File: config.mk
export PLATFORM = sky130hd
export DESIGN_NAME = fetch_stage
export DESIGN_NICKNAME = d
export VERILOG_FILES = /design/src/rtl/fetch_stage.sv
export SDC_FILE = /design/constraint.sdc
export NUM_CORES = 1
export LEC_CHECK = 0
export ABC_AREA = 1
export BUFFER_PORTS_ARGS = -buffer_cell sky130_fd_sc_hd__buf_2
export CAP_MARGIN = 0
export CORE_UTILIZATION = 30
export CTS_BUF_LIST = sky130_fd_sc_hd__clkbuf_8 sky130_fd_sc_hd__clkbuf_16
export DETAILED_ROUTE_END_ITERATION = 16
export SLEW_MARGIN = 25
export SYNTH_ARGS = -nofsm -noshare
export SYNTH_HDL_FRONTEND = slang
export SYNTH_SLANG_ARGS = --single-unit
File: constraint.sdc
create_clock -name clk -period 2.1 [get_ports clk]
set_input_delay 0.42 -clock clk [delete_from_list [all_inputs] [get_ports clk]]
set_output_delay 0.42 -clock clk [all_outputs]
set_load 0.01 [all_outputs]
File: src/rtl/fetch_stage.sv
// -----------------------------------------------------------------------------
// fetch_stage
//
// Instruction fetch stage. Drives a combinational instruction ROM from the
// program counter and captures {pc, instruction, valid, misalign} into the
// IF/ID register that feeds decode.
//
// Ports
//   clk              : single clock, all state updates on its rising edge
//   rst              : asynchronous, active-low reset
//   stall_i          : hold the PC, the IF/ID register and the fetch counter
//   flush_i          : redirect to flush_pc_i and squash IF/ID (wins over all)
//   flush_pc_i       : redirect address used with flush_i
//   branch_flag_i    : taken branch resolved in ID
//   branch_target_i  : branch destination
//   rom_ce_o         : ROM chip enable (1 = enable)
//   rom_addr_o       : current byte-address PC
//   rom_inst_i       : ROM data, valid in the same cycle as rom_addr_o
//   id_pc_o          : PC of the instruction held for ID
//   id_inst_o        : instruction held for ID
//   id_valid_o       : id_inst_o is a real instruction (0 = bubble)
//   misalign_o       : held instruction came from a misaligned redirect
//   fetch_cnt_o      : number of instructions delivered to ID (wraps)
//   state_o          : FSM state for observation (0 = WAKE, 1 = FETCH)
//
// Control contract: there is no valid/ready handshake toward the ROM. Each
// FETCH cycle consumes rom_inst_i unless stall_i is high; decode sees a new
// IF/ID entry on every edge that is neither stalled nor in WAKE. A stalled
// branch stays asserted by ID until the stall clears, so it is simply
// re-evaluated once stall_i drops.
// -----------------------------------------------------------------------------
module fetch_stage #(
    parameter int                ADDR_W   = 32,
    parameter int                INST_W   = 64,
    parameter logic [ADDR_W-1:0] RESET_PC = '0
) (
    input  logic              clk,
    input  logic              rst,
    input  logic              stall_i,
    input  logic              flush_i,
    input  logic [ADDR_W-1:0] flush_pc_i,
    input  logic              branch_flag_i,
    input  logic [ADDR_W-1:0] branch_target_i,
    output logic              rom_ce_o,
    output logic [ADDR_W-1:0] rom_addr_o,
    input  logic [INST_W-1:0] rom_inst_i,
    output logic [ADDR_W-1:0] id_pc_o,
    output logic [INST_W-1:0] id_inst_o,
    output logic              id_valid_o,
    output logic              misalign_o,
    output logic [31:0]       fetch_cnt_o,
    output logic              state_o
);

    typedef enum logic {
        WAKE  = 1'b0,
        FETCH = 1'b1
    } state_t;

    state_t              r_state;
    state_t              w_state_nxt;

    logic [ADDR_W-1:0]   r_pc;
    logic [ADDR_W-1:0]   w_pc_nxt;

    // Misalignment seen on the last redirect; it is attached to the next
    // instruction actually delivered to ID, then cleared.
    logic                r_mis_pend;
    logic                w_mis_pend_nxt;

    logic [ADDR_W-1:0]   r_id_pc;
    logic [INST_W-1:0]   r_id_inst;
    logic                r_id_valid;
    logic                r_id_mis;
    logic [31:0]         r_cnt;

    logic [ADDR_W-1:0]   w_id_pc_nxt;
    logic [INST_W-1:0]   w_id_inst_nxt;
    logic                w_id_valid_nxt;
    logic                w_id_mis_nxt;
    logic [31:0]         w_cnt_nxt;

    // Redirect targets are forced onto an 8-byte boundary.
    logic [ADDR_W-1:0]   w_flush_aligned;
    logic [ADDR_W-1:0]   w_branch_aligned;

    assign w_flush_aligned  = {flush_pc_i[ADDR_W-1:3], 3'b000};
    assign w_branch_aligned = {branch_target_i[ADDR_W-1:3], 3'b000};

    // -------------------------------------------------------------------------
    // State register
    // -------------------------------------------------------------------------
    always_ff @(posedge clk or negedge rst) begin
        if (!rst) begin
            r_state <= WAKE;
        end else begin
            r_state <= w_state_nxt;
        end
    end

    // -------------------------------------------------------------------------
    // Next-state and datapath selection
    // -------------------------------------------------------------------------
    always_comb begin
        w_state_nxt    = r_state;
        w_pc_nxt       = r_pc;
        w_mis_pend_nxt = r_mis_pend;
        w_id_pc_nxt    = r_id_pc;
        w_id_inst_nxt  = r_id_inst;
        w_id_valid_nxt = r_id_valid;
        w_id_mis_nxt   = r_id_mis;
        w_cnt_nxt      = r_cnt;

        case (r_state)
            WAKE: begin
                w_state_nxt    = FETCH;
                w_pc_nxt       = RESET_PC;
                w_mis_pend_nxt = 1'b0;
                w_id_pc_nxt    = '0;
                w_id_inst_nxt  = '0;
                w_id_valid_nxt = 1'b0;
                w_id_mis_nxt   = 1'b0;
            end

            FETCH: begin
                if (flush_i) begin
                    // Exception redirect overrides stall and branch.
                    w_pc_nxt       = w_flush_aligned;
                    w_mis_pend_nxt = |flush_pc_i[2:0];
                    w_id_pc_nxt    = '0;
                    w_id_inst_nxt  = '0;
                    w_id_valid_nxt = 1'b0;
                    w_id_mis_nxt   = 1'b0;
                end else if (stall_i) begin
                    // Everything holds; defaults already do that.
                end else if (branch_flag_i) begin
                    // No delay slot: the instruction fetched this cycle is dropped.
                    w_pc_nxt       = w_branch_aligned;
                    w_mis_pend_nxt = |branch_target_i[2:0];
                    w_id_pc_nxt    = '0;
                    w_id_inst_nxt  = '0;
                    w_id_valid_nxt = 1'b0;
                    w_id_mis_nxt   = 1'b0;
                end else begin
                    w_pc_nxt       = r_pc + ADDR_W'(8);
                    w_mis_pend_nxt = 1'b0;
                    w_id_pc_nxt    = r_pc;
                    w_id_inst_nxt  = rom_inst_i;
                    w_id_valid_nxt = 1'b1;
                    w_id_mis_nxt   = r_mis_pend;
                    w_cnt_nxt      = r_cnt + 32'd1;
                end
            end

            default: begin
                w_state_nxt = WAKE;
            end
        endcase
    end

    // -------------------------------------------------------------------------
    // PC, pending misalign flag and IF/ID register
    // -------------------------------------------------------------------------
    always_ff @(posedge clk or negedge rst) begin
        if (!rst) begin
            r_pc       <= RESET_PC;
            r_mis_pend <= 1'b0;
            r_id_pc    <= '0;
            r_id_inst  <= '0;
            r_id_valid <= 1'b0;
            r_id_mis   <= 1'b0;
            r_cnt      <= '0;
        end else begin
            r_pc       <= w_pc_nxt;
            r_mis_pend <= w_mis_pend_nxt;
            r_id_pc    <= w_id_pc_nxt;
            r_id_inst  <= w_id_inst_nxt;
            r_id_valid <= w_id_valid_nxt;
            r_id_mis   <= w_id_mis_nxt;
            r_cnt      <= w_cnt_nxt;
        end
    end

    assign rom_ce_o    = (r_state == FETCH);
    assign rom_addr_o  = r_pc;
    assign id_pc_o     = r_id_pc;
    assign id_inst_o   = r_id_inst;
    assign id_valid_o  = r_id_valid;
    assign misalign_o  = r_id_mis;
    assign fetch_cnt_o = r_cnt;
    assign state_o     = r_state;

endmodule

Word level (Yosys, flattened, before mapping)
Index checks and enable logic that the tools add are counted.

Mux-type cells: 24. Magnitude comparators: 0. Bitwise logic cells: 4. Shift operators: 0. $add $sub $neg: 2. Divide/modulo/power cells: 0. Reductions and logical operators: 3. Eq/ne operators: 1. Multiply operators: 0.

Operator list (count): 32-bit two-way mux (6); 64-bit two-way mux (3); 32-bit case mux with 2 select lines (2); 64-bit case mux with 2 select lines (1); 32-bit by 1-bit adder with 32-bit output, second input constant (1); 32-bit by 4-bit adder with 32-bit output, second input constant (1); 1-bit two-way mux (9); 1-bit case mux with 2 select lines (3); 3-bit OR reduction (2); 1-bit inverter (4); 4-bit AND reduction (1); 3-bit inequality test, second input constant (1).

Word-level logic and storage cells: 42. Memory bits (writable): 0. Bits of input ports: 133. Bits in registers: 164. Output and inout bits: 164. Latch bits: 0. Memories: 0. Memory bits (read-only): 0.

Depth between registers and ports, before layout
Word-level depth: 5. Depth in mapped cells: 11. Depth with buffers taken out: 11.

Least setup slack after synthesis
No wires, ideal clock.

Path type: flip-flop to flip-flop. From: register r_pc[3], in the netlist rom_addr_o[3]. To: register r_pc[25], in the netlist rom_addr_o[25]. Setup time: 0.116 ns. Data arrival time: 1.427 ns. Path slack: 0.557 ns. Data required time: 1.984 ns. Period minus slack after synthesis: 1.543 ns. Cell stages (with the launch flop): 11. Path buffers: 0. Cells stage by stage: dfrtp_1 -> ha_1 -> nand2_1 -> nor2_2 -> nand2_2 -> nor2_1 -> nand3_1 -> nand3_1 -> nand2_1 -> nand2_1 -> nand2_1.

Longest elaborated chain between the ends: 5.

RTL lines: start: declaration (line 63) `logic [ADDR_W-1:0] r_pc;`; start signal: assignment (line 174) `r_pc <= w_pc_nxt;`; 32-bit by 4-bit adder with 32-bit output (line 145) `w_pc_nxt = r_pc + ADDR_W'(8);`; 32-bit two-way mux (line 136) `end else if (branch_flag_i) begin`; 32-bit two-way mux (line 134) `end else if (stall_i) begin`; 32-bit two-way mux (line 126) `if (flush_i) begin`; 32-bit case mux with 2 select lines (line 114) `case (r_state)`.

Every way passes these cells. The select of a mux whose other input is x is not followed. A chain may end at the register's enable or synchronous reset.

Worst setup path after layout
Ends and elaborated chain as after synthesis.

==> impl_metrics.py <==
metrics = {
    "floorplanning": {
        "fp.dieW_um": 164,
        "die_area_um2": 26800,
        "pin_count": 297,
        "initial_core_util": 0.308,
        "rows": 58,
        "die_h_um": 164,
        "core_area_um2": 25400,
    },
    "cells_and_area": {
        "regArea_um2": 3980,
        "final.fill_count": 2631,
        "syn_to_final_growth_pct": 32.1,
        "final_cell_mix": "292 x buf_2, 283 x nand2_1, 159 x dfrtp_1, 124 x nor2_1, 66 x a22o_1",
        "drive_gt1_frac": 0.290,
        "final_util": 0.407,
        "final_common_cell": "buf_2",
        "num_antenna_cells": 0,
        "multi_input_area_um2": 3400,
        "final_nets": 1381,
        "fin_cells": 1589,
    },
    "place": {
        "portBuffers": 293,
        "dp_cells": 1556,
        "gp_congestion": 0.893,
        "detailedPlacementHpwl_mm": 19.5,
        "dpl_worst_slack_ns": 0.235,
    },
    "timing": {
        "max_freq_ghz": 0.548,
        "rsz0062_at_grt": "no",
        "drv_slew": 0,
        "min_period_ns": 1.82,
        "setup_viol": 0,
        "worst_pin_slew_ns": 0.530,
        "maxSlewHeadroom": 0.644,
        "fin_worst_skew_ns": 0.0116,
        "setup_slack_ns": 0.277,
        "min_period_over_period": 0.868,
        "finalHoldViolations": 0,
        "fin_tns_setup_ns": 0,
    },
    "synthesis": {
        "ys_ff_latch": 159,
        "syn-cell-area_um2": 7830,
        "yosysWarnings": 0,
        "ys_seq_area_frac": 0.508,
        "synth.distinct_cells": 33,
        "syn_avg_cell_area_um2": 8.20,
        "netlist_instances": 955,
    },
    "clock_network": {
        "cts_tree": "built",
        "cts_max_level": 4,
        "clockRootBuffer": "clkbuf_16",
        "postCtsSetupBuffers": 0,
        "clock_latency_ns": 0.43,
        "clockBufferDepth": 2,
        "clk_pin_slew_worst_paths_ns": 0.07,
        "numClockSinks": 159,
        "cts_buffers": 17,
    },
    "drt": {
        "ant_nets": 0,
        "wl_mm": 26.3,
        "wl_per_cell_um": 16.6,
        "via_per_inst": 4.82,
        "drt_iter0_drc": 477,
        "firstDrtPassIters": 5,
        "drc": 0,
        "via_count": 7653,
    },
    "critical_path": {
        "crit_fanout": 7,
        "end_kind": "flip-flop",
        "cp.arrival_ns": 2.15,
        "critPathLaunchType": "flip-flop",
        "crit_required_ns": 2.42,
        "r2r_slack_ns": 0.28,
        "crit_type": "flip-flop to flip-flop",
    },
    "pwr": {
        "power-per-cell-area_nw_per_um2": 721,
        "p_total_mw": 7.46,
        "leakage_nw": 5.47,
        "ir_drop_mv": 0.502,
    },
    "worst_hold_path": {
        "hold_path.class": "input port to flip-flop",
    },
    "job": {
        "cap_viol_max_count": 0,
    },
    "grt": {
        "grt_pass1_wl_mm": 39.8,
        "grt_max_degree": 52,
        "gr-total-overflow": 0,
        "track_usage": 0.195,
        "first_global_vias": 7068,
        "antenna_found_initial": 0,
    },
    "run_status": {
        "status": "complete, no violations",
    },
}
cell families (layout without fill, tap and decap cells):
family	Yosys count	in the layout	share of synthesized area
adders and majority gates	2	2	0.00319
and+or+nand+nor	491	491	0.260
buffers and inverters	111	413	0.0593
DFF	159	159	0.508
xor gates and xnor gates	26	26	0.0291
other	2	4	0.000959
AOI/OAI and AO/OA	164	164	0.140
registers in the layout, summed over array words and instances (netlist names):
signal	cells
r_mis_pend	1
id_inst_o	64
rom_ce_o	1
fetch_cnt_o	32
id_pc_o	30
misalign_o	1
id_valid_o	1
rom_addr_o	29
layout make-up:
| cell class | instances | area share |
|---|---|---|
| clock buffer | 19 | 0.0438 |
| clock inverter | 13 | 0.0125 |
| inverter | 66 | 0.0241 |
| multi-input combinational | 687 | 0.328 |
| sequential | 159 | 0.384 |
| tap | 330 | 0.0399 |
| timing repair buffer | 315 | 0.167 |
worst paths after layout:
path / from / to / cells past startpoint
max: rom_addr_o[3] / rom_addr_o[25] / 10
min: rom_inst_i[6] / id_inst_o[6] / 2
max reg2reg: rom_addr_o[3] / rom_addr_o[25] / 10
min reg2reg: id_pc_o[19] / id_pc_o[19] / 2
max in group asynchronous: rst / id_inst_o[28] / 3
min in group asynchronous: rst / id_inst_o[45] / 2
where the power goes:
part | total (mW) | internal (mW) | switching (mW)
registers | 3.39 | 3.20 | 0.189
clock network | 3.11 | 1.72 | 1.39
logic | 0.960 | 0.376 | 0.584
total | 7.46 | 5.30 | 2.16
per-stage QoR:
stage / cell area [um^2] / hold WS, ns
2_1_floorplan: 7840 / 0.124
3_3_place_gp: 9760 / 0.407
3_5_place_dp: 9760 / 0.408
4_1_cts: 10300 / 0.188
5_1_grt: 10300 / 0.190
6_report: 10300 / 0.209
repair_timing:
action                    CTS  global route
gates resized for setup     0             0
hold endpoints to repair   42             0
hold buffers                1             0
synth_stat cells (all sizes together):
master	n	area share
a21oi	29	0.019
a22o	66	0.074
a32o	3	0.0038
and2	3	0.0024
buf	25	0.018
clkbuf	20	0.0096
conb	2	0.00096
dfrtp	159	0.51
ha	2	0.0032
inv	66	0.032
nand2	286	0.14
nand3	44	0.028
nand3b	4	0.0038
nand4	8	0.0064
nor2	132	0.067
nor3	11	0.011
nor3b	1	0.00096
nor4	1	0.00080
o211ai	3	0.0029
o21ai	59	0.038
o21bai	1	0.00096
o22ai	3	0.0024
or2	1	0.00080
xnor2	5	0.0056
xor2	21	0.023
layer usage:
metal / global-route usage / part of all wire / vias to the layer above
li1: - / - / 3706
met1: 0.253 / 0.44 / 3638
met2: 0.332 / 0.48 / 293
met3: 0.0343 / 0.068 / 16
met4: 0.0522 / 0.011 / 0
met5: 0 / 0 / -
critical path, cell delays in order, from the launching register on:
cell and delay [ns]:
dfrtp_1 0.44, ha_1 0.23, nand2_1 0.09, nor2_2 0.19
nand2_2 0.16, nor2_1 0.28, nand3_1 0.11, nand3_1 0.09
nand2_1 0.05, nand2_1 0.05, nand2_1 0.04
Note: power is estimated with default switching activity, not from simulation.
